**src/rtl/sha256_msg_padder_if.sv**
```systemverilog
// Bundle between the message padder, its message memory and the downstream
// SHA-256 compression core.
interface sha256_msg_padder_if;
  logic              start;
  logic [15:0]       message_addr;
  logic [15:0]       mem_addr;
  logic              mem_re;
  logic [31:0]       mem_read_data;
  logic              blk_valid;
  logic              blk_ready;
  logic [15:0][31:0] blk_data;
  logic [7:0]        blk_index;
  logic              blk_last;
  logic              busy;
  logic              done;

  modport master (
    input  start, message_addr, mem_read_data, blk_ready,
    output mem_addr, mem_re, blk_valid, blk_data, blk_index, blk_last, busy, done
  );

  modport slave (
    output start, message_addr, mem_read_data, blk_ready,
    input  mem_addr, mem_re, blk_valid, blk_data, blk_index, blk_last, busy, done
  );
endinterface

```
**src/rtl/sha256_msg_padder.sv**
```systemverilog
// Streams a fixed-length message from word memory and emits SHA-256 padded
// 512-bit blocks over a valid/ready handshake.
module sha256_msg_padder #(
  parameter int NUM_OF_WORDS = 20
) (
  input logic               clk,
  input logic               reset,
  sha256_msg_padder_if.master bus
);
  localparam int          NUM_BLOCKS = (NUM_OF_WORDS + 18) / 16;
  localparam logic [15:0] MSG_WORDS  = 16'(NUM_OF_WORDS);
  localparam logic [15:0] LEN_IDX    = 16'(16 * NUM_BLOCKS - 1);
  localparam logic [31:0] BIT_LEN    = 32'(NUM_OF_WORDS * 32);
  localparam logic [7:0]  LAST_BLK   = 8'(NUM_BLOCKS - 1);

  typedef enum logic [1:0] {IDLE, FILL, PRESENT, FINISH} state_t;

  state_t      state_reg;
  logic [15:0] base_addr_reg;
  logic [15:0] word_base_reg;
  logic [4:0]  fill_cnt_reg;
  logic [15:0] mem_addr_reg;
  logic        mem_re_reg;
  logic        blk_valid_reg;
  logic [7:0]  blk_index_reg;
  logic        blk_last_reg;
  logic        busy_reg;
  logic        done_reg;

  logic [15:0] wr_g;
  logic [15:0] rd_g;
  logic [15:0] next_base;
  logic [31:0] wr_word;

  // In FILL cycle k the word k-1 is captured while word k+1 is requested.
  assign wr_g      = word_base_reg + 16'(fill_cnt_reg) - 16'd1;
  assign rd_g      = word_base_reg + 16'(fill_cnt_reg) + 16'd1;
  assign next_base = word_base_reg + 16'd16;

  always_comb begin
    wr_word = 32'h0;
    if (wr_g < MSG_WORDS)
      wr_word = bus.mem_read_data;
    else if (wr_g == MSG_WORDS)
      wr_word = 32'h8000_0000;
    else if (wr_g == LEN_IDX)
      wr_word = BIT_LEN;
  end

  always_ff @(posedge clk or posedge reset) begin
    if (reset) begin
      state_reg     <= IDLE;
      base_addr_reg <= '0;
      word_base_reg <= '0;
      fill_cnt_reg  <= '0;
      mem_addr_reg  <= '0;
      mem_re_reg    <= 1'b0;
      blk_valid_reg <= 1'b0;
      blk_index_reg <= '0;
      blk_last_reg  <= 1'b0;
      busy_reg      <= 1'b0;
      done_reg      <= 1'b0;
    end else begin
      mem_re_reg <= 1'b0;
      done_reg   <= 1'b0;
      case (state_reg)
        IDLE: begin
          if (bus.start) begin
            state_reg     <= FILL;
            base_addr_reg <= bus.message_addr;
            word_base_reg <= '0;
            fill_cnt_reg  <= '0;
            blk_index_reg <= '0;
            busy_reg      <= 1'b1;
            // Word 0 is always message data since the message is never empty.
            mem_re_reg    <= 1'b1;
            mem_addr_reg  <= bus.message_addr;
          end
        end
        FILL: begin
          fill_cnt_reg <= fill_cnt_reg + 5'd1;
          if (fill_cnt_reg < 5'd15 && rd_g < MSG_WORDS) begin
            mem_re_reg   <= 1'b1;
            mem_addr_reg <= base_addr_reg + rd_g;
          end
          if (fill_cnt_reg == 5'd16) begin
            state_reg     <= PRESENT;
            blk_valid_reg <= 1'b1;
            blk_last_reg  <= (blk_index_reg == LAST_BLK);
          end
        end
        PRESENT: begin
          if (bus.blk_ready) begin
            blk_valid_reg <= 1'b0;
            blk_last_reg  <= 1'b0;
            if (blk_last_reg) begin
              state_reg <= FINISH;
              done_reg  <= 1'b1;
            end else begin
              state_reg     <= FILL;
              blk_index_reg <= blk_index_reg + 8'd1;
              word_base_reg <= next_base;
              fill_cnt_reg  <= '0;
              if (next_base < MSG_WORDS) begin
                mem_re_reg   <= 1'b1;
                mem_addr_reg <= base_addr_reg + next_base;
              end
            end
          end
        end
        FINISH: begin
          state_reg <= IDLE;
          busy_reg  <= 1'b0;
        end
        default: state_reg <= IDLE;
      endcase
    end
  end

  // One register per block word; only written during FILL, so the buffer
  // cannot change while a block is being presented.
  for (genvar gi = 0; gi < 16; gi++) begin : g_word
    logic [31:0] word_reg;

    always_ff @(posedge clk or posedge reset) begin
      if (reset)
        word_reg <= '0;
      else if (state_reg == FILL && fill_cnt_reg == 5'(gi + 1))
        word_reg <= wr_word;
    end

    assign bus.blk_data[gi] = word_reg;
  end

  assign bus.mem_addr  = mem_addr_reg;
  assign bus.mem_re    = mem_re_reg;
  assign bus.blk_valid = blk_valid_reg;
  assign bus.blk_index = blk_index_reg;
  assign bus.blk_last  = blk_last_reg;
  assign bus.busy      = busy_reg;
  assign bus.done      = done_reg;
endmodule

```
**src/flat_wrapper.sv**
```systemverilog
// flat-port wrapper written by rule: the top's interface ports become plain ports
module sha256_msg_padder_flat 
#(
  parameter int NUM_OF_WORDS = 20
)
  (clk, reset, bus_start, bus_message_addr, bus_mem_read_data, bus_blk_ready, bus_mem_addr, bus_mem_re, bus_blk_valid, bus_blk_data, bus_blk_index, bus_blk_last, bus_busy, bus_done);
  sha256_msg_padder_if bus_i ();
  input logic clk;
  input logic reset;
  input wire logic [$bits(bus_i.start)-1:0] bus_start;
  input wire logic [$bits(bus_i.message_addr)-1:0] bus_message_addr;
  input wire logic [$bits(bus_i.mem_read_data)-1:0] bus_mem_read_data;
  input wire logic [$bits(bus_i.blk_ready)-1:0] bus_blk_ready;
  output wire logic [$bits(bus_i.mem_addr)-1:0] bus_mem_addr;
  output wire logic [$bits(bus_i.mem_re)-1:0] bus_mem_re;
  output wire logic [$bits(bus_i.blk_valid)-1:0] bus_blk_valid;
  output wire logic [$bits(bus_i.blk_data)-1:0] bus_blk_data;
  output wire logic [$bits(bus_i.blk_index)-1:0] bus_blk_index;
  output wire logic [$bits(bus_i.blk_last)-1:0] bus_blk_last;
  output wire logic [$bits(bus_i.busy)-1:0] bus_busy;
  output wire logic [$bits(bus_i.done)-1:0] bus_done;
  assign bus_i.start = bus_start;
  assign bus_i.message_addr = bus_message_addr;
  assign bus_i.mem_read_data = bus_mem_read_data;
  assign bus_i.blk_ready = bus_blk_ready;
  assign bus_mem_addr = bus_i.mem_addr;
  assign bus_mem_re = bus_i.mem_re;
  assign bus_blk_valid = bus_i.blk_valid;
  assign bus_blk_data = bus_i.blk_data;
  assign bus_blk_index = bus_i.blk_index;
  assign bus_blk_last = bus_i.blk_last;
  assign bus_busy = bus_i.busy;
  assign bus_done = bus_i.done;
  sha256_msg_padder #(.NUM_OF_WORDS(NUM_OF_WORDS)) u_core (.clk(clk), .reset(reset), .bus(bus_i));
endmodule
```
**config.mk**
```make
export PLATFORM = sky130hd
export DESIGN_NAME = sha256_msg_padder_flat
export DESIGN_NICKNAME = d
export VERILOG_FILES = /design/src/rtl/sha256_msg_padder_if.sv /design/src/rtl/sha256_msg_padder.sv /design/src/flat_wrapper.sv
export SDC_FILE = /design/constraint.sdc
export NUM_CORES = 1
export LEC_CHECK = 0
export ABC_AREA = 1
export CORE_AREA = 2 2 229 231
export CTS_BUF_LIST = sky130_fd_sc_hd__clkbuf_8
export CTS_CLUSTER_DIAMETER = 60
export DETAILED_ROUTE_END_ITERATION = 10
export DIE_AREA = 0 0 231 233
export PLACE_DENSITY = 0.79
export SLEW_MARGIN = 20
export SYNTH_ARGS = -nofsm -noshare
export SYNTH_HDL_FRONTEND = slang
export SYNTH_SLANG_ARGS = --single-unit
```
**constraint.sdc**
```tcl
create_clock -name clk -period 36.3 [get_ports clk]
set_input_delay 5.445 -clock clk [delete_from_list [all_inputs] [get_ports clk]]
set_output_delay 5.445 -clock clk [all_outputs]
set_load 0.01 [all_outputs]
```
==> run metrics, run 1 <==
top cell family by delay on the critical path buffers and inverters; starting DRC count in detailed routing 2517; global-route wire length before repair 137.2 mm; Synth top area share 56.75%; max-cap violations 0; peak supply drop 0.03833 mV; Synth Instances 3034; Worst Skew 0.02832 ns; Post-synth EDFFs 0; row count 83; GRT overflow 0; worst path required time 36.98 ns; mux cell area share after synthesis 0.07882%; FFs w/ async S/R, synth 100.0%; HP Class reg2reg; post-synthesis simple-gate area fraction 32.03%; max reg flops 512; Leak 15.60 nW; CTS tree done; dpl cells 4125; compound-cell area share of the yosys netlist 2.483%; residual DRC count 0; most instantiated cells after synthesis nand2_1 (1286), dfrtp_1 (576), nand3_1 (518); initial antenna violation count 2; Top FF cell, synth dfrtp_1; CTS H-tree lvls 3; Die X 231 µm; Finish-stage setup viols 0; Buffers & Inverters on Critical Path 4; Bufs on Longest Clock Path 3; setup_tns 0 ns; warnings from Yosys 0; CTS Buf Count 94; Post-Synth XOR/XNOR Area 0.6552%; dominant cell type by area after synthesis dfrtp_1; Final Hold Viols 0; FF+latch count, synth 576; CP max FO 114; Layout Cells excl Fill 4287; fin. max-slew vios 0; vias in the first global route 22328; # Post-CTS Setup Buffers 0; nets 3625; crit-path cells clkdlybuf4s50_1 -> inv_8 -> buf_4 -> buf_4; Adder-Cell Fraction of Synth Area 1.606%; top-count cell post-synth nand2_1; main combinational cell family by area after synthesis simple AND/OR/NAND/NOR gates; Routed WL per cell 21.32 µm; Syn Std Cell Area 0.02540 mm²; crit path kind in2async; Area Growth Syn to Fin 30.58%; DP Area 0.03142 mm²; GRT Total Usage 33.59%; Vias/cell 5.492; worst stage delay on the critical path 0.83 ns; Die Ht 233 µm; share of post-route cells with drive strength above 1 6.104%; cell area power density 71.14 mW/mm²; dpl hpwl 59.66 mm; Unique masters post-synth 41; Sink Count 576; shortest period the worst path allows 7.681 ns; CP Capture Type async pin; boundary pin count 593; Syn Area/Cell 8.371 µm²; Initial Utilization 49.71%; RD Place Congestion 0.8955; Peak Freq 130.2 MHz; Post-DRT Antenna Nets 0; RSZ-0062 raised after global routing false; Clk Tree Root Cell clkbuf_8; core area 0.05109 mm²; router iterations before antenna repair 6; Seq/Total Area, Yosys 56.75%; port bufs 592; Non-Filler Cell Area, Final 0.03317 mm²; Tcrit/Tclk final 21.16%; Die ar. 0.05382 mm²; Post-Syn Nets 3118; Post-CTS Resized 0; Crit path arrival time 8.36 ns; Final WS setup 28.62 ns; largest net degree at the start of global routing 248; critical path's slowest cell buf_4; Worst-Margin Slew 1.188 ns; Synth area leaders dfrtp_1 (57%), nand2_1 (19%), nand3_1 (10%); status completed; dpl ws 27.83 ns; WL final 91.39 mm; Worst-path clk slew 0.06 ns; via count 23546; most used cell, CP buf_4; Hold Buf Count CTS 0; worst skew pair latency 0.70 ns; CP Launch Type input pin; Worst slew margin 20.55%
==> stage by stage <==
step	utilization, %	power, W	hold slack (ns)
floorplan	-	0.001346	0.4553
global placement	61.50	0.001805	0.4612
detailed placement	61.50	0.001821	0.4621
CTS	64.90	0.002361	0.4803
global route	64.90	0.002484	0.4931
finish	64.91	0.002359	0.4777
==> final timing paths <==
check / from / end / slack [ns] / cells past startpoint
max: reset / u_core.g_word[0].word_reg[4] / 28.62 / 4
min: u_core.g_word[5].word_reg[11] / u_core.g_word[5].word_reg[11] / 0.48 / 2
max reg2reg: u_core.fill_cnt_reg[0] / u_core.g_word[0].word_reg[27] / 31.23 / 16
min reg2reg: u_core.g_word[5].word_reg[11] / u_core.g_word[5].word_reg[11] / 0.48 / 2
max in group clk: bus_blk_ready / u_core.bus.mem_addr[0] / 28.86 / 10
min in group asynchronous: reset / u_core.g_word[8].word_reg[20] / 5.35 / 2
==> area by class of cell <==
cell class,count,area [µm²]
timing repair buffer,635,6271
inverter,120,457.9
antenna,3,7.507
clock inverter,52,265.3
sequential,576,14410
fill,4228,17930
multi-input combinational,2114,9427
clock buffer,107,1473
tap,680,850.8
==> layout by cell type, fill, tap and decap left out, drive strengths merged, types with 2 or more instances in the layout <==
cell / instances
clkdlybuf4s50: 590
nand3: 529
nor4: 2
ha: 31
or2: 4
o211ai: 2
diode: 3
clkinv: 12
inv: 156
clkbuf: 107
buf: 45
o22ai: 14
xnor2: 4
a21oi: 27
nand2: 1290
dfrtp: 576
nor2: 93
nor3: 13
xor2: 15
o21bai: 3
o21ai: 67
nand4: 7
clkinvlp: 3
mux2i: 2
nand3b: 4
==> where the power goes <==
part | total, W | internal [W] | switching (W)
clock | 0.000538 | 0.000275 | 0.000263
combinational | 0.000897 | 0.000410 | 0.000486
sequential | 0.000925 | 0.000817 | 0.000108
total | 0.00236 | 0.00150 | 0.000858
==> kinds of logic after synthesis <==
logic type                 count (synthesis)
adders and majority gates                 32
muxes                                      2
buffers and inverters                    344
and+or+nand+nor                         1944
xor gates and xnor gates                  19
AOI/OAI and AO/OA                        117
DFF                                      576
==> worst reg2reg max path: cells and delay by family, from the launching register on <==
kind                       cells  cell delay (ns)
and+or+nand+nor               11             1.72
DFF                            1             0.46
buffers and inverters          4             2.64
adders and majority gates      1             0.21
==> layer usage <==
metal	vias up	global-route usage (%)	wire, µm
li1	10641	-	-
met2	1338	52.36	42150
met3	252	7.990	9690
met4	0	18.83	5056
met5	-	0	0
met1	11315	43.26	34490
Power figures use the tool's default switching activity.
==> inputs of run 2 (changes only) <==
--- a/config.mk
+++ b/config.mk
@@ -6,12 +6,12 @@
 export NUM_CORES = 1
 export LEC_CHECK = 0
 export ABC_AREA = 1
-export CORE_AREA = 2 2 229 231
+export CORE_AREA = 2 2 231 233
 export CTS_BUF_LIST = sky130_fd_sc_hd__clkbuf_8
 export CTS_CLUSTER_DIAMETER = 60
 export DETAILED_ROUTE_END_ITERATION = 10
-export DIE_AREA = 0 0 231 233
-export PLACE_DENSITY = 0.79
+export DIE_AREA = 0 0 233 235
+export PLACE_DENSITY = 0.78
 export SLEW_MARGIN = 20
 export SYNTH_ARGS = -nofsm -noshare
 export SYNTH_HDL_FRONTEND = slang
==> constraint.sdc (replaced) <==
create_clock -name clk -period 7.5 [get_ports clk]
set_input_delay 1.125 -clock clk [delete_from_list [all_inputs] [get_ports clk]]
set_output_delay 1.125 -clock clk [all_outputs]
set_load 0.01 [all_outputs]
==> run 2 against run 1 <==
Compared with the run above: highest routed layer is now met5; critical path type is now reg2reg; cell count up 0.35%; clock power increased to 5.1 times the previous value; global-route usage hardly changed; largest power group unchanged; setup slack got worse by 25 ns; hold slack worse by 0.0023 ns.
==> run metrics, run 2 (synthesis gave the netlist of run 1 again) <==
Worst-path clk slew 0.06 ns; Crit path arrival time 4.32 ns; FILL cells 4373; HP Class reg2reg; commonest non-fill, non-tap cell in the layout nand2_1; worst path required time 8.06 ns; core area 0.05224 mm²; via count 23805; RSZ-0062 raised after global routing false; Hold Buf Count CTS 0; share of post-route cells with drive strength above 1 6.087%; critical path's slowest cell nor2_4; crit-path cells inv_1 -> ha_1 -> inv_1 -> nor2_1 -> nand2_1 -> nor2_4 -> inv_1 -> buf_4 -> nand2_1 -> nand2_1; # Post-CTS Setup Buffers 0; dpl hpwl 60.95 mm; cell area power density 347.3 mW/mm²; Routed WL per cell 21.70 µm; worst stage delay on the critical path 0.85 ns; vias in the first global route 22488; fin. max-slew vios 0; status completed; largest net degree at the start of global routing 213; Die ar. 0.05476 mm²; Peak Freq 266.0 MHz; router iterations before antenna repair 5; residual DRC count 0; CP max FO 33; worst skew pair latency 0.69 ns; CP Launch Type flip-flop; commonest cells after routing, fill and taps aside nand2_1 (1286), clkdlybuf4s50_1 (591), dfrtp_1 (576), nand3_1 (518), inv_1 (150); GRT Total Usage 33.61%; crit path kind reg2reg; row count 84; starting DRC count in detailed routing 2855; Sink Count 576; Initial Utilization 48.62%; Die Ht 235 µm; # diodes 0; Leak 15.71 nW; port bufs 592; Vias/cell 5.533; global-route wire length before repair 139.9 mm; WL final 93.34 mm; Clk Tree Root Cell clkbuf_8; max-cap violations 0; Worst-Margin Slew 1.264 ns; Worst slew margin 15.46%; Bufs on Longest Clock Path 3; CP Capture Type flip-flop; GRT overflow 0; CTS Buf Count 93; boundary pin count 593; Area Growth Syn to Fin 31.33%; Post-DRT Antenna Nets 0; peak supply drop 0.2396 mV; shortest period the worst path allows 3.760 ns; Die X 233 µm; setup_tns 0 ns; Final Hold Viols 0; nets 3628; final cell utilization of the core 63.85%; top cell family by delay on the critical path simple AND/OR/NAND/NOR gates; CTS tree done; max reg flops 512; Post-CTS Resized 0; CTS H-tree lvls 3; Finish-stage setup viols 0; initial antenna violation count 2; Worst Skew 0.03546 ns; Tcrit/Tclk final 50.13%; RD Place Congestion 0.9139; Buffers & Inverters on Critical Path 4
[run 2: changes by cell type in the layout (fill, tap and decap cells not counted), sizes merged, moves of 3 or more]
cell,delta
inv,+5
diode,-3
buf,+3
bufinv,+3
[run 2: cell type report]
type | instances | area (µm²) | area share [%]
clock buffers | 107 | 1473 | 4.415
clock inverters | 58 | 370.4 | 1.110
inverters | 120 | 454.2 | 1.362
multi-input cells | 2114 | 9427 | 28.26
flip-flops and latches | 576 | 14410 | 43.21
well taps | 688 | 860.8 | 2.581
repair buffers | 639 | 6356 | 19.06
[run 2: tightest hold or removal path: cells and delay by family, from the launching register on]
| kind | cells | cell delay (ns) |
|---|---|---|
| and+or+nand+nor | 2 | 0.10 |
| DFF | 1 | 0.34 |
[run 2: metrics by stage]
step / total power, W / instances / worst slack, ns / instance area (µm²) / hold WS (ns)
floorplan: 0.006517 / 3034 / -1.473 / 25400 / 0.4553
global placement: 0.008743 / 4136 / 3.818 / 31490 / 0.4617
detailed placement: 0.008831 / 4136 / 3.761 / 31490 / 0.4602
CTS: 0.01159 / 4301 / 3.759 / 33330 / 0.4812
global route: 0.01217 / 4302 / 3.383 / 33350 / 0.4925
finish: 0.01158 / 4302 / 3.740 / 33350 / 0.4754
[run 2: path summary, 6_finish.rpt]
check | slack, ns | startpoint | depth (start not counted) | endpoint
max | 3.74 | u_core.state_reg[1] | 10 | u_core.g_word[3].word_reg[18]
min | 0.48 | u_core.g_word[11].word_reg[31] | 2 | u_core.g_word[11].word_reg[31]
max reg2reg | 3.74 | u_core.state_reg[1] | 10 | u_core.g_word[3].word_reg[18]
min reg2reg | 0.48 | u_core.g_word[11].word_reg[31] | 2 | u_core.g_word[11].word_reg[31]
max in group asynchronous | 5.14 | reset | 4 | u_core.g_word[14].word_reg[15]
min in group asynchronous | 0.86 | reset | 2 | u_core.g_word[8].word_reg[19]
[run 2: power breakdown]
| part | switching [W] | internal, W |
|---|---|---|
| combinational | 0.00237 | 0.00199 |
| sequential | 0.000540 | 0.00395 |
| clock | 0.00130 | 0.00144 |
| total | 0.00420 | 0.00738 |
[run 2: layer usage]
layer / share of wire [%] / routed length, µm / GRT usage [%] / vias up
met4: 5.3 / 4904 / 17.91 / 4
met3: 10 / 9662 / 7.913 / 266
met1: 38 / 35660 / 43.75 / 11511
li1: - / - / - / 10666
met2: 46 / 43090 / 52.13 / 1358
met5: 0.027 / 25 / 0 / -
==> inputs of run 3 (changes only) <==
==> constraint.sdc (replaced) <==
create_clock -name clk -period 3.7 [get_ports clk]
set_input_delay 0.555 -clock clk [delete_from_list [all_inputs] [get_ports clk]]
set_output_delay 0.555 -clock clk [all_outputs]
set_load 0.01 [all_outputs]
==> run 3 against run 2 <==
Compared with the run above: clock power rose by 120%; utilization rose by 1.0 points; maximum frequency rose by 13%; via count rose by 0.45%; routed wire length rose by 1.8%; sequential power rose by 100%; die area did not move; critical endpoint is now u_core.g_word[6].word_reg[23]; first-iteration DRC count fell by 18%; setup slack got worse by 3.4 ns; flip-flop and latch count did not move; critical path type unchanged; hold slack got worse by 0.065 ns.
==> run metrics, run 3 (synthesis gave the netlist of run 1 again) <==
status completed; CP Launch Type flip-flop; Die Ht 235 µm; most used cell, CP nand2_1; GRT Total Usage 34.28%; RSZ-0062 raised after global routing false; Power, Total 0.02402 W; port bufs 592; min-delay src bus_mem_read_data[18]; router iterations before antenna repair 7; fin. max-slew vios 0; FF-to-FF End u_core.g_word[6].word_reg[23]; largest net degree at the start of global routing 100; Worst-Margin Slew 1.176 ns; GRT overflow 0; Final Hold Viols 0; Buffers & Inverters on Critical Path 2; Worst Reg-to-Reg Cells 14; worst stage delay on the critical path 0.60 ns; max-cap violations 0; worst r2r src u_core.fill_cnt_reg[0]; Post-DRT Antenna Nets 0; max reg flops 512; starting DRC count in detailed routing 2350; Vias/cell 5.500; Sink Count 576; cell area power density 708.7 mW/mm²; hold path cells 3; Non-Filler Cell Area, Final 0.03390 mm²; peak supply drop 0.4162 mV; crit path kind reg2reg; commonest non-fill, non-tap cell in the layout nand2_1; row count 84; dpl cells 4168; CTS H-tree lvls 3; Crit path arrival time 3.96 ns; WL final 95.04 mm; CTS tree done; HP Class in2reg; Die X 233 µm; Die ar. 0.05476 mm²; Worst slew margin 21.39%; core area 0.05224 mm²; Clk Tree Root Cell clkbuf_8; CP max FO 85; CP Capture Type flip-flop; Worst Skew 0.03704 ns; crit-path cells inv_1 -> ha_1 -> nand2_1 -> nor2_1 -> nand2_1 -> nor2_2 -> nand2_1 -> nand2_1 -> nand2_1 -> nor4_4 -> and3_4 -> buf_12 -> nand3_1 -> nand2_1; vias in the first global route 22696; Finish-stage setup viols 0; Bufs on Longest Clock Path 3; critical path's slowest cell and3_4; worst path required time 4.32 ns; boundary pin count 593; Tcrit/Tclk final 90.25%; commonest cells after routing, fill and taps aside nand2_1 (1285), clkdlybuf4s50_1 (591), dfrtp_1 (576), nand3_1 (518), inv_1 (140); Peak Freq 299.5 MHz; top cell family by delay on the critical path simple AND/OR/NAND/NOR gates; final cell utilization of the core 64.89%; Initial Utilization 48.62%; R2R Setup Slk 0.36 ns; Area Growth Syn to Fin 33.46%; dpl hpwl 63.33 mm; shortest period the worst path allows 3.339 ns; initial antenna violation count 2; worst skew pair latency 0.71 ns; global-route wire length before repair 142.1 mm; share of post-route cells with drive strength above 1 7.709%; Routed WL per cell 21.86 µm; RD Place Congestion 0.8849; residual DRC count 0; Layout Cells excl Fill 4348; Hold Buf Count CTS 0; via count 23913; Worst-path clk slew 0.06 ns; CTS Buf Count 97; worst hold endpoint u_core.g_word[14].word_reg[18]; DP Area 0.03181 mm²; final hold slack 0.4109 ns; Leak 15.96 nW; nets 3664
[run 3: metal layers]
layer  vias up  GRT usage [%]  routed length (µm)
met2      1410          52.17               43340
met5         -              0                  13
met3       290          8.532                9568
li1      10737              -                   -
met4         2          19.71                5528
met1     11474          44.62               36590
[run 3: timing repair]
action / 4_1_cts / 5_1_grt
resized for setup: 0 / 5
setup buffers: 0 / 1
setup endpoints to repair: 0 / 4
[run 3: worst max-delay path by stage]
| stage | from | endpoint | slack (ns) | cells past startpoint |
|---|---|---|---|---|
| 4_1_cts | u_core.fill_cnt_reg[4] | u_core.bus.mem_addr[12] | 0.27 | 22 |
| 2_1_floorplan | reset | u_core.base_addr_reg[0] | -4.70 | 1 |
| 6_report | u_core.fill_cnt_reg[0] | u_core.g_word[6].word_reg[23] | 0.36 | 14 |
| 5_1_grt | u_core.fill_cnt_reg[2] | u_core.bus.mem_addr[12] | 0.005 | 20 |
| 3_3_place_gp | u_core.fill_cnt_reg[4] | u_core.bus.mem_addr[12] | 0.35 | 22 |
| 3_5_place_dp | u_core.fill_cnt_reg[4] | u_core.bus.mem_addr[12] | 0.32 | 22 |
[run 3: cell type report]
cell class / count / area [µm²]
fill: 4302 / 18340
clock buffer: 129 / 1775
tap: 688 / 860.8
timing repair buffer: 671 / 6664
sequential: 576 / 14410
inverter: 120 / 454.2
multi-input combinational: 2114 / 9447
antenna: 2 / 5.005
clock inverter: 48 / 277.8
[run 3: stage by stage]
stage	setup WS, ns	TNS [ns]
after floorplan	-4.703	-2708.66
after global placement	0.3459	0
after detailed placement	0.3224	0
after CTS	0.2674	0
after global routing	0.005484	0
final	0.3606	0
[run 3: report_power, final]
part / switching (W) / internal (W)
Clock: 0.00271 / 0.00320
Sequential: 0.00111 / 0.00801
Combinational: 0.00486 / 0.00413
[run 3: worst reg2reg max path, stage by stage, from the launching register on]
cell     delay (ns)
dfrtp_1        0.47
inv_1          0.19
ha_1           0.22
nand2_1        0.08
nor2_1         0.08
nand2_1        0.10
nor2_2         0.16
nand2_1        0.06
nand2_1        0.06
nand2_1        0.10
nor4_4         0.43
and3_4         0.60
buf_12         0.40
nand3_1        0.18
nand2_1        0.12
